<file path="src/rtl/id_ctrl_unit.sv">
// -----------------------------------------------------------------------------
// id_ctrl_unit
//
// Decode-stage controller for a five-stage RV32I pipeline.
//   * Decodes instr_d into the immediate-type select and the datapath control
//     word, and holds that word in the ID/EX control register (_e outputs).
//   * Detects load-use hazards against the instruction in EX and produces the
//     stall/flush controls for the IF/ID/EX pipeline registers.
//   * Applies the EX-stage redirect flush, which outranks a hazard stall.
//
// Ports
//   clk, rst_n      pipeline clock, asynchronous active-low reset
//   instr_d         instruction word in ID
//   valid_d         instr_d holds a real instruction
//   rd_e            destination register of the instruction in EX
//   redirect_e      branch taken / jump resolved in EX
//   imm_field_d     instr_d[31:7] for the immediate generator
//   imm_src_d       000 I, 001 S, 010 B, 011 U, 100 J
//   illegal_d       valid_d with an unsupported opcode
//   stall_f/d       hold PC / IF-ID register
//   flush_d/e       clear IF-ID / ID-EX register
//   *_e             registered control word (one-cycle latency)
//
// Configuration
//   ID_CTRL_PERF_EN  when defined, adds saturating 32-bit counters stall_cnt
//                    (load-use stall cycles) and flush_cnt (redirect cycles).
// -----------------------------------------------------------------------------
module id_ctrl_unit (
    input  logic        clk,
    input  logic        rst_n,
    input  logic [31:0] instr_d,
    input  logic        valid_d,
    input  logic [4:0]  rd_e,
    input  logic        redirect_e,
    output logic [24:0] imm_field_d,
    output logic [2:0]  imm_src_d,
    output logic        illegal_d,
    output logic        stall_f,
    output logic        stall_d,
    output logic        flush_d,
    output logic        flush_e,
    output logic        valid_e,
    output logic        reg_write_e,
    output logic        mem_write_e,
    output logic        alu_src_e,
    output logic        branch_e,
    output logic        jump_e,
    output logic [1:0]  result_src_e,
    output logic [1:0]  alu_op_e,
    output logic [2:0]  funct3_e,
    output logic        funct7b5_e
`ifdef ID_CTRL_PERF_EN
    ,
    output logic [31:0] stall_cnt,
    output logic [31:0] flush_cnt
`endif
);

    localparam logic [6:0] OP_LOAD   = 7'b0000011;
    localparam logic [6:0] OP_IMM    = 7'b0010011;
    localparam logic [6:0] OP_AUIPC  = 7'b0010111;
    localparam logic [6:0] OP_STORE  = 7'b0100011;
    localparam logic [6:0] OP_REG    = 7'b0110011;
    localparam logic [6:0] OP_LUI    = 7'b0110111;
    localparam logic [6:0] OP_BRANCH = 7'b1100011;
    localparam logic [6:0] OP_JALR   = 7'b1100111;
    localparam logic [6:0] OP_JAL    = 7'b1101111;

    logic [6:0] opcode_s;
    logic [4:0] rs1_s;
    logic [4:0] rs2_s;

    logic       known_s;
    logic [2:0] imm_src_s;
    logic       reg_write_s;
    logic       mem_write_s;
    logic       alu_src_s;
    logic       branch_s;
    logic       jump_s;
    logic [1:0] result_src_s;
    logic [1:0] alu_op_s;
    logic       uses_rs1_s;
    logic       uses_rs2_s;

    logic       hazard_s;
    logic       stall_s;
    logic       flush_d_s;
    logic       flush_e_s;

    logic       valid_e_r;
    logic       reg_write_e_r;
    logic       mem_write_e_r;
    logic       alu_src_e_r;
    logic       branch_e_r;
    logic       jump_e_r;
    logic [1:0] result_src_e_r;
    logic [1:0] alu_op_e_r;
    logic [2:0] funct3_e_r;
    logic       funct7b5_e_r;

    assign opcode_s    = instr_d[6:0];
    assign rs1_s       = instr_d[19:15];
    assign rs2_s       = instr_d[24:20];
    assign imm_field_d = instr_d[31:7];

    // Opcode decode into immediate type, control word and source-register usage.
    always_comb begin
        known_s      = 1'b1;
        imm_src_s    = 3'b000;
        reg_write_s  = 1'b0;
        mem_write_s  = 1'b0;
        alu_src_s    = 1'b0;
        branch_s     = 1'b0;
        jump_s       = 1'b0;
        result_src_s = 2'b00;
        alu_op_s     = 2'b00;
        uses_rs1_s   = 1'b1;
        uses_rs2_s   = 1'b0;
        case (opcode_s)
            OP_LOAD: begin
                result_src_s = 2'b01;
                reg_write_s  = 1'b1;
                alu_src_s    = 1'b1;
            end
            OP_IMM: begin
                alu_op_s    = 2'b10;
                reg_write_s = 1'b1;
                alu_src_s   = 1'b1;
            end
            OP_JALR: begin
                jump_s       = 1'b1;
                result_src_s = 2'b10;
                reg_write_s  = 1'b1;
            end
            OP_STORE: begin
                imm_src_s   = 3'b001;
                mem_write_s = 1'b1;
                alu_src_s   = 1'b1;
                uses_rs2_s  = 1'b1;
            end
            OP_BRANCH: begin
                imm_src_s  = 3'b010;
                branch_s   = 1'b1;
                alu_op_s   = 2'b01;
                uses_rs2_s = 1'b1;
            end
            OP_LUI, OP_AUIPC: begin
                imm_src_s   = 3'b011;
                reg_write_s = 1'b1;
                alu_src_s   = 1'b1;
                uses_rs1_s  = 1'b0;
            end
            OP_JAL: begin
                imm_src_s    = 3'b100;
                jump_s       = 1'b1;
                result_src_s = 2'b10;
                reg_write_s  = 1'b1;
                uses_rs1_s   = 1'b0;
            end
            OP_REG: begin
                alu_op_s    = 2'b10;
                reg_write_s = 1'b1;
                uses_rs2_s  = 1'b1;
            end
            default: begin
                known_s = 1'b0;
            end
        endcase
    end

    assign imm_src_d = imm_src_s;
    assign illegal_d = valid_d & ~known_s;

    // A load in EX whose destination feeds this instruction needs one bubble.
    // The bubble leaves valid_e low next cycle, so the stall self-terminates.
    assign hazard_s = valid_e_r
                    & (result_src_e_r == 2'b01)
                    & (rd_e != 5'd0)
                    & valid_d
                    & ((uses_rs1_s & (rd_e == rs1_s)) | (uses_rs2_s & (rd_e == rs2_s)));

    // Stall/flush arbitration: a redirect discards ID, so it overrides a stall.
    always_comb begin
        stall_s   = 1'b0;
        flush_d_s = 1'b0;
        flush_e_s = 1'b0;
        if (redirect_e) begin
            flush_d_s = 1'b1;
            flush_e_s = 1'b1;
        end else if (hazard_s) begin
            stall_s   = 1'b1;
            flush_e_s = 1'b1;
        end else begin
            stall_s   = 1'b0;
        end
    end

    assign stall_f = stall_s;
    assign stall_d = stall_s;
    assign flush_d = flush_d_s;
    assign flush_e = flush_e_s;

    // ID/EX control register: bubble on flush or empty ID slot, else decoded word.
    always_ff @(posedge clk or negedge rst_n) begin
        if (!rst_n) begin
            valid_e_r      <= 1'b0;
            reg_write_e_r  <= 1'b0;
            mem_write_e_r  <= 1'b0;
            alu_src_e_r    <= 1'b0;
            branch_e_r     <= 1'b0;
            jump_e_r       <= 1'b0;
            result_src_e_r <= 2'b00;
            alu_op_e_r     <= 2'b00;
            funct3_e_r     <= 3'b000;
            funct7b5_e_r   <= 1'b0;
        end else if (flush_e_s || !valid_d) begin
            valid_e_r      <= 1'b0;
            reg_write_e_r  <= 1'b0;
            mem_write_e_r  <= 1'b0;
            alu_src_e_r    <= 1'b0;
            branch_e_r     <= 1'b0;
            jump_e_r       <= 1'b0;
            result_src_e_r <= 2'b00;
            alu_op_e_r     <= 2'b00;
            funct3_e_r     <= 3'b000;
            funct7b5_e_r   <= 1'b0;
        end else begin
            valid_e_r      <= 1'b1;
            reg_write_e_r  <= reg_write_s;
            mem_write_e_r  <= mem_write_s;
            alu_src_e_r    <= alu_src_s;
            branch_e_r     <= branch_s;
            jump_e_r       <= jump_s;
            result_src_e_r <= result_src_s;
            alu_op_e_r     <= alu_op_s;
            funct3_e_r     <= instr_d[14:12];
            funct7b5_e_r   <= instr_d[30];
        end
    end

    assign valid_e      = valid_e_r;
    assign reg_write_e  = reg_write_e_r;
    assign mem_write_e  = mem_write_e_r;
    assign alu_src_e    = alu_src_e_r;
    assign branch_e     = branch_e_r;
    assign jump_e       = jump_e_r;
    assign result_src_e = result_src_e_r;
    assign alu_op_e     = alu_op_e_r;
    assign funct3_e     = funct3_e_r;
    assign funct7b5_e   = funct7b5_e_r;

`ifdef ID_CTRL_PERF_EN
    logic [31:0] stall_cnt_r;
    logic [31:0] flush_cnt_r;

    // Saturating event counters for load-use stall cycles and redirect cycles.
    always_ff @(posedge clk or negedge rst_n) begin
        if (!rst_n) begin
            stall_cnt_r <= 32'h0000_0000;
            flush_cnt_r <= 32'h0000_0000;
        end else begin
            if (stall_s && (stall_cnt_r != 32'hFFFF_FFFF)) begin
                stall_cnt_r <= stall_cnt_r + 32'd1;
            end else begin
                stall_cnt_r <= stall_cnt_r;
            end
            if (redirect_e && (flush_cnt_r != 32'hFFFF_FFFF)) begin
                flush_cnt_r <= flush_cnt_r + 32'd1;
            end else begin
                flush_cnt_r <= flush_cnt_r;
            end
        end
    end

    assign stall_cnt = stall_cnt_r;
    assign flush_cnt = flush_cnt_r;
`endif

endmodule
</file>
<file path="config.mk">
export PLATFORM = sky130hd
export DESIGN_NAME = id_ctrl_unit
export DESIGN_NICKNAME = d
export VERILOG_FILES = /design/src/rtl/id_ctrl_unit.sv
export SDC_FILE = /design/constraint.sdc
export NUM_CORES = 1
export LEC_CHECK = 0
export BUFFER_PORTS_ARGS = -buffer_cell sky130_fd_sc_hd__buf_2
export CORE_ASPECT_RATIO = 0.7
export CORE_MARGIN = 2
export CORE_UTILIZATION = 37
export DETAILED_ROUTE_END_ITERATION = 6
export HOLD_SLACK_MARGIN = 0.06
export PLACE_DENSITY = 0.89
export SYNTH_ARGS = -nofsm -noshare
export SYNTH_HDL_FRONTEND = slang
export SYNTH_SLANG_ARGS = --single-unit
</file>
<file path="constraint.sdc">
create_clock -name clk -period 2.2 [get_ports clk]
set_input_delay 0.22 -clock clk [delete_from_list [all_inputs] [get_ports clk]]
set_output_delay 0.22 -clock clk [all_outputs]
set_load 0.05 [all_outputs]
</file>
==> key figures, run 1 <==
Place
  – Gpl congestion: approximately 0.79
  – Detailed placer's ending HPWL: 1912 um
  – # placed instances: between 150 and 200
  – Post-DP Area: between 1000 and 1500 um^2
  – Port-buffer cells: 65

Clock network
  – CTS buffer count: 3
  – Clock root cell: sky130_fd_sc_hd__clkbuf_8
  – TritonCTS clock tree: yes
  – Clock insertion delay at the later pin of the skew report: 0.24 ns
  – Clock edge transition at the registers on the reported setup and hold paths: about 0.05 ns
  – Maximum number of buffers from clock root to sink: 2
  – H-tree depth: 1
  – # clock sinks: 13

Drt
  – Wirelength, routed: 2335 um
  – Number of detailed-routing iterations run before antenna repair: 4
  – Count of vias placed by the detailed router: 870
  – Routed wire length per instance: between 10 and 15 um
  – Post-route antenna net violation count: 0
  – Vias per cell: 4.703
  – Drc violations: 0
  – Number of DRC violations after detailed-routing iteration 0: 10

STA
  – Total negative slack for setup checks: 0 ns
  – Number of max-slew violations in the final report: 0
  – Worst slew slack as a fraction of its limit: 0.7429
  – Final period demand of the worst path: about 2.1 ns
  – Largest clock skew in the final design: 0.003402 ns
  – WHS: 0.2254 ns
  – RSZ-0062 raised after global routing: false
  – Transition time at the pin with the least slew margin: around 0.38 ns
  – Final count of negative-setup-slack endpoints: 0
  – Final worst-path cycle share: 0.9683
  – Number of hold violations in the final report: 0
  – Highest clock frequency the design can meet: 0.4694 GHz

Synthesis
  – Dominant cell type by area after synthesis: sky130_fd_sc_hd__dfrtp_1
  – Mapped Area: around 1000 um^2
  – Post-Syn Instances: between 100 and 150
  – Biggest area contributors in the synthesized netlist: sky130_fd_sc_hd__dfrtp_1 (32%), sky130_fd_sc_hd__buf_4 (21%), sky130_fd_sc_hd__xnor2_1 (7.0%)
  – Number of distinct library cells after synthesis: 33
  – Ys Warns: 0
  – Flip-flop and latch count after synthesis: 13
  – Portion of synthesized cell area occupied by the leading cell type: 0.3242
  – Part of the Yosys area used for sequential elements: 0.3242
  – Average cell area after synthesis: just over 9 um^2
  – Mapped Nets: 150

Floorplanning
  – Overall die area: 3151 um^2
  – Die height: 47.57 um
  – Placeable Area: 2515 um^2
  – Overall die width: roughly 66 um
  – Row cnt: 15
  – I/O Pins: 88
  – Initial core utilization: 0.3990

Global routing
  – Initial antenna violation count: 0
  – Overflow left after global routing: 0
  – Wire length of the first global-routing pass: 3512 um
  – Maximum number of pins on one net before global-route repair: 14
  – Overall routing resource usage: 0.1492
  – Via count of the first global-routing pass: between 700 and 800

Setup path
  – Critical path start-end classification: reg2out
  – Required time of the worst setup path: 1.98 ns
  – Worst EP arrival: 1.91 ns
  – CP Max Fanout: 7
  – Cells on worst reg2reg path: 5
  – Crit end category: output port
  – Crit path launch type: flop

Power
  – Maximum vdd ir drop: 0.2149 mV
  – Power Dens Cells: 519.0 nW/um^2
  – Static power due to leakage: 0.6382 nW

Layout
  – Utilization after layout: 0.4970
  – Most common cell after layout, fill and taps aside: sky130_fd_sc_hd__buf_2
  – Layout net count: between 150 and 200
  – Layout overhead on the synthesized area: 24.56%
  – Layout cells sized above 1: 0.5430
  – Total non-filler cell area in the finished layout: approximately 1200 um^2
  – Total inserted antenna cells: 0
  – Most frequent cells in the layout: sky130_fd_sc_hd__buf_2 (63), sky130_fd_sc_hd__nor2_1 (10), sky130_fd_sc_hd__dfrtp_1 (10), sky130_fd_sc_hd__xnor2_1 (8), sky130_fd_sc_hd__and3_1 (7)
  – Non-Filler Instances: 185

Min path
  – Hold Path Class: in2reg
  – Instance count along the most critical hold path: 2

Status
  – Run status: finished, final reports clean

Flow run
  – Max-cap check violation count: 0
## through the flow
step	power (mW)	setup WS, ns
global route	0.6835	0.006493
detailed placement	0.4460	0.1530
finish	0.6487	0.06974
global placement	0.4442	0.1726
CTS	0.6544	0.008606
floorplan	0.4474	0.03434
## report_power, final
group / switching, mW / total [mW] / internal (mW)
clock network: 0.0762 / 0.203 / 0.127
registers: 0.00122 / 0.245 / 0.244
logic: 0.139 / 0.200 / 0.0608
total: 0.217 / 0.649 / 0.432
## cells by family after synthesis
kind of cell,Yosys count,share of synthesized area
DFF,13,0.3242
AOI/OAI and AO/OA,8,0.05862
xor gates and xnor gates,10,0.08729
and+or+nand+nor,48,0.3055
buffers and inverters,30,0.2244
## worst max-delay path: stages, from the launching register on
cell	delay, ns
sky130_fd_sc_hd__dfrtp_2	0.40
sky130_fd_sc_hd__and4b_1	0.30
sky130_fd_sc_hd__o21ai_4	0.10
sky130_fd_sc_hd__nor4b_2	0.37
sky130_fd_sc_hd__nor2_2	0.15
sky130_fd_sc_hd__nor2_4	0.12
sky130_fd_sc_hd__clkbuf_4	0.23
## per-layer routing
layer / vias up / GRT usage / part of all wire / wire length [um]
li1: 438 / - / - / -
met1: 386 / 0.2003 / 0.43 / 997
met2: 36 / 0.2320 / 0.48 / 1110
met3: 10 / 0.02588 / 0.076 / 177
met4: 0 / 0.08980 / 0.022 / 51
met5: - / 0 / 0 / 0
## state kept, by name (all words and copies together) (netlist names)
name          count
reg_write_e       1
valid_e           1
alu_op_e          2
result_src_e      2
mem_write_e       1
funct3_e          3
alu_src_e         1
funct7b5_e        1
jump_e            1
## synthesized netlist by cell type, drive strengths merged
library cell and number:
nand4bb 1, a211o 1, or4 2, nand3 2
nand2 3, nor3 4, nor4b 1, nand3b 2
or3 3, nand2b 2, nand4b 1, or2 1
dfrtp 13, o21bai 1, and3 7, nor2 12
a21oi 4, xor2 2, nor3b 1, buf 29
nor4 3, o22ai 1, nand4 1, o21ai 1
and4b 1, clkbuf 1, xnor2 8, nor2b 1
## layout make-up
| cell class | instances | area [um^2] |
|---|---|---|
| Clock buffer | 4 | 45.04 |
| Fill cell | 243 | 1265 |
| Multi-Input combinational cell | 66 | 478.0 |
| Sequential cell | 13 | 329.1 |
| Tap cell | 34 | 42.54 |
| Timing Repair Buffer | 68 | 355.3 |
## timing repair
action / in CTS / in global routing
resized for setup: 1 / 3
endpoints found under the hold margin: 13 / 0
hold buffers: 1 / 0
setup buffers: 0 / 0
endpoints found under the setup margin: 2 / 2
pin swaps: 0 / 0
## worst paths after layout
| kind | end | start | slack (ns) |
|---|---|---|---|
| worst max-delay path | stall_f | result_src_e[1] | 0.07 |
| worst min-delay path | funct3_e[0] | instr_d[12] | 0.23 |
| worst max register to register | reg_write_e | result_src_e[1] | 0.46 |
| worst min register to register | mem_write_e | result_src_e[1] | 1.07 |
| max in group asynchronous | result_src_e[0] | rst_n | 1.57 |
| min in group asynchronous | alu_op_e[1] | rst_n | 0.39 |
No activity file was read; power rests on OpenSTA's default activity.
==> run 2, diff against run 1 <==
Settings changed: CORE_UTILIZATION 37 to 39, CTS_BUF_LIST set to sky130_fd_sc_hd__clkbuf_4 sky130_fd_sc_hd__clkbuf_8, PLACE_DENSITY 0.89 to 0.93, REMOVE_ABC_BUFFERS set to 1.
==> key figures, run 2 (synthesized netlist as in run 1, its figures left out) <==
Setup path
  – R2R Path Start: result_src_e[1]
  – Worst reg-to-reg setup slack: 0.55 ns
  – Worst EP arrival: 1.87 ns
  – CP Max Fanout: 3
  – Cells on worst reg2reg path: 5
  – Critical path start-end classification: in2out
  – Crit path launch type: input port
  – Required time of the worst setup path: 1.98 ns
  – Reg-to-reg endpoint: reg_write_e
  – Crit end category: output port

Floorplanning
  – Row cnt: 15
  – Overall die area: 3001 um^2
  – Placeable Area: roughly 2500 um^2
  – Overall die width: 64.63 um
  – I/O Pins: a little under 90
  – Die height: 46.44 um
  – Initial core utilization: 0.4081

Clock network
  – Clock edge transition at the registers on the reported setup and hold paths: approximately 0.050 ns
  – H-tree depth: 1
  – Clock insertion delay at the later pin of the skew report: between 0.2 and 0.25 ns
  – CTS buffer count: 3
  – Clock root cell: sky130_fd_sc_hd__clkbuf_8
  – Maximum number of buffers from clock root to sink: 2
  – TritonCTS clock tree: yes
  – # clock sinks: 13

Place
  – # placed instances: approximately 180
  – DP Worst Slack: around 0.13 ns
  – Gpl congestion: 0.7813
  – Detailed placer's ending HPWL: around 1900 um
  – Port-buffer cells: 65

STA
  – Largest clock skew in the final design: ~0.0032 ns
  – Worst slew slack as a fraction of its limit: 0.7258
  – Final period demand of the worst path: ~2.1 ns
  – Number of max-slew violations in the final report: 0
  – RSZ-0062 raised after global routing: false
  – Number of hold violations in the final report: 0
  – Final worst-path cycle share: 0.9492
  – Final count of negative-setup-slack endpoints: 0
  – Transition time at the pin with the least slew margin: 0.4104 ns
  – Highest clock frequency the design can meet: 0.4789 GHz
  – Smallest setup slack after layout: 0.1117 ns

Power
  – Static power due to leakage: 0.6588 nW
  – Power Dens Cells: 532.2 nW/um^2
  – Total power: 0.6619 mW
  – Maximum vdd ir drop: 0.1941 mV

Drt
  – Number of detailed-routing iterations run before antenna repair: 4
  – Number of DRC violations after detailed-routing iteration 0: 19
  – Count of vias placed by the detailed router: 891
  – Post-route antenna net violation count: 0
  – Routed wire length per instance: 12.77 um
  – Vias per cell: between 4 and 5
  – Drc violations: 0
  – Wirelength, routed: 2349 um

Layout
  – Layout cells sized above 1: 0.5200
  – Most frequent cells in the layout: sky130_fd_sc_hd__buf_2 (63), sky130_fd_sc_hd__dfrtp_1 (13), sky130_fd_sc_hd__nor2_1 (11), sky130_fd_sc_hd__xnor2_1 (8), sky130_fd_sc_hd__and3_1 (7)
  – Total inserted antenna cells: 0
  – Number of filler instances in the final layout: 247
  – Most common cell after layout, fill and taps aside: sky130_fd_sc_hd__buf_2
  – FF+latch area: 325.3 um^2
  – Non-Filler Instances: 184
  – Layout net count: 192
  – Area occupied by multi-input gates: 479.2 um^2
  – Largest register FFs: 3
  – Layout overhead on the synthesized area: 23.94%

Min path
  – Endpoint, Worst Hold: funct7b5_e
  – Worst min-delay path startpoint: instr_d[30]
  – Instance count along the most critical hold path: 2
  – Hold Path Class: in2reg

Global routing
  – Via count of the first global-routing pass: 817
  – Initial antenna violation count: 0
  – Wire length of the first global-routing pass: 3684 um
  – Overall routing resource usage: 0.1670
  – Maximum number of pins on one net before global-route repair: 14
  – Overflow left after global routing: 0

Flow run
  – Max-cap check violation count: 0

Status
  – Run status: finished, final reports clean
## run 2: worst max-delay path by stage
stage                    start  slack, ns       to
2_1_floorplan          valid_e      -0.85  stall_d
3_3_place_gp           rd_e[1]       0.19  flush_e
3_5_place_dp   result_src_e[1]       0.13  stall_f
4_1_cts        result_src_e[1]     -0.009  stall_f
5_1_grt        result_src_e[1]       0.03  stall_f
6_report               rd_e[1]       0.11  flush_e
## run 2: repair_timing
| item | 4_1_cts | 5_1_grt |
|---|---|---|
| gates resized for setup | 1 | 7 |
| endpoints found under the hold margin | 13 | 0 |
| buffers inserted | 0 | 0 |
| setup endpoints to repair | 2 | 2 |
| hold buffers | 1 | 0 |
| pin swaps | 0 | 1 |
## run 2: per-layer routing
metal / global-route usage / up-vias / part of all wire
li1: - / 439 / -
met1: 0.1988 / 403 / 0.40
met2: 0.2646 / 45 / 0.49
met3: 0.07579 / 4 / 0.095
met4: 0.06383 / 0 / 0.012
met5: 0.05357 / - / 0
## run 2: cell type report
class,count,share of cell area
sequential,13,0.2616
multi-input combinational,66,0.3853
clock buffer,4,0.03924
tap,34,0.03421
timing repair buffer,67,0.2797
## run 2: where the power goes
| group | internal, mW | total [mW] | switching [mW] | leakage (nW) |
|---|---|---|---|---|
| sequential | 0.244 | 0.245 | 0.00104 | 0.178 |
| combinational | 0.0605 | 0.200 | 0.140 | 0.454 |
| clock | 0.140 | 0.217 | 0.0772 | 0.0262 |
## run 2: per-stage QoR
| stage | hold WS (ns) | util | area [um^2] | setup TNS [ns] |
|---|---|---|---|---|
| after floorplan | -0.07559 | - | 778.2 | -1.697 |
| after global placement | 0.1098 | 0.4692 | 1154 | 0 |
| after detailed placement | 0.1107 | 0.4692 | 1154 | 0 |
| after CTS | 0.2208 | 0.4957 | 1219 | -0.01625 |
| after global routing | 0.2347 | 0.5059 | 1244 | 0 |
| final | 0.2263 | 0.5059 | 1244 | 0 |
## run 2: critical path: stages
cell and delay (ns):
sky130_fd_sc_hd__buf_2 0.13, sky130_fd_sc_hd__or4_4 0.54, sky130_fd_sc_hd__o21ai_4 0.21, sky130_fd_sc_hd__nor4b_4 0.08, sky130_fd_sc_hd__or3_2 0.46, sky130_fd_sc_hd__buf_2 0.22
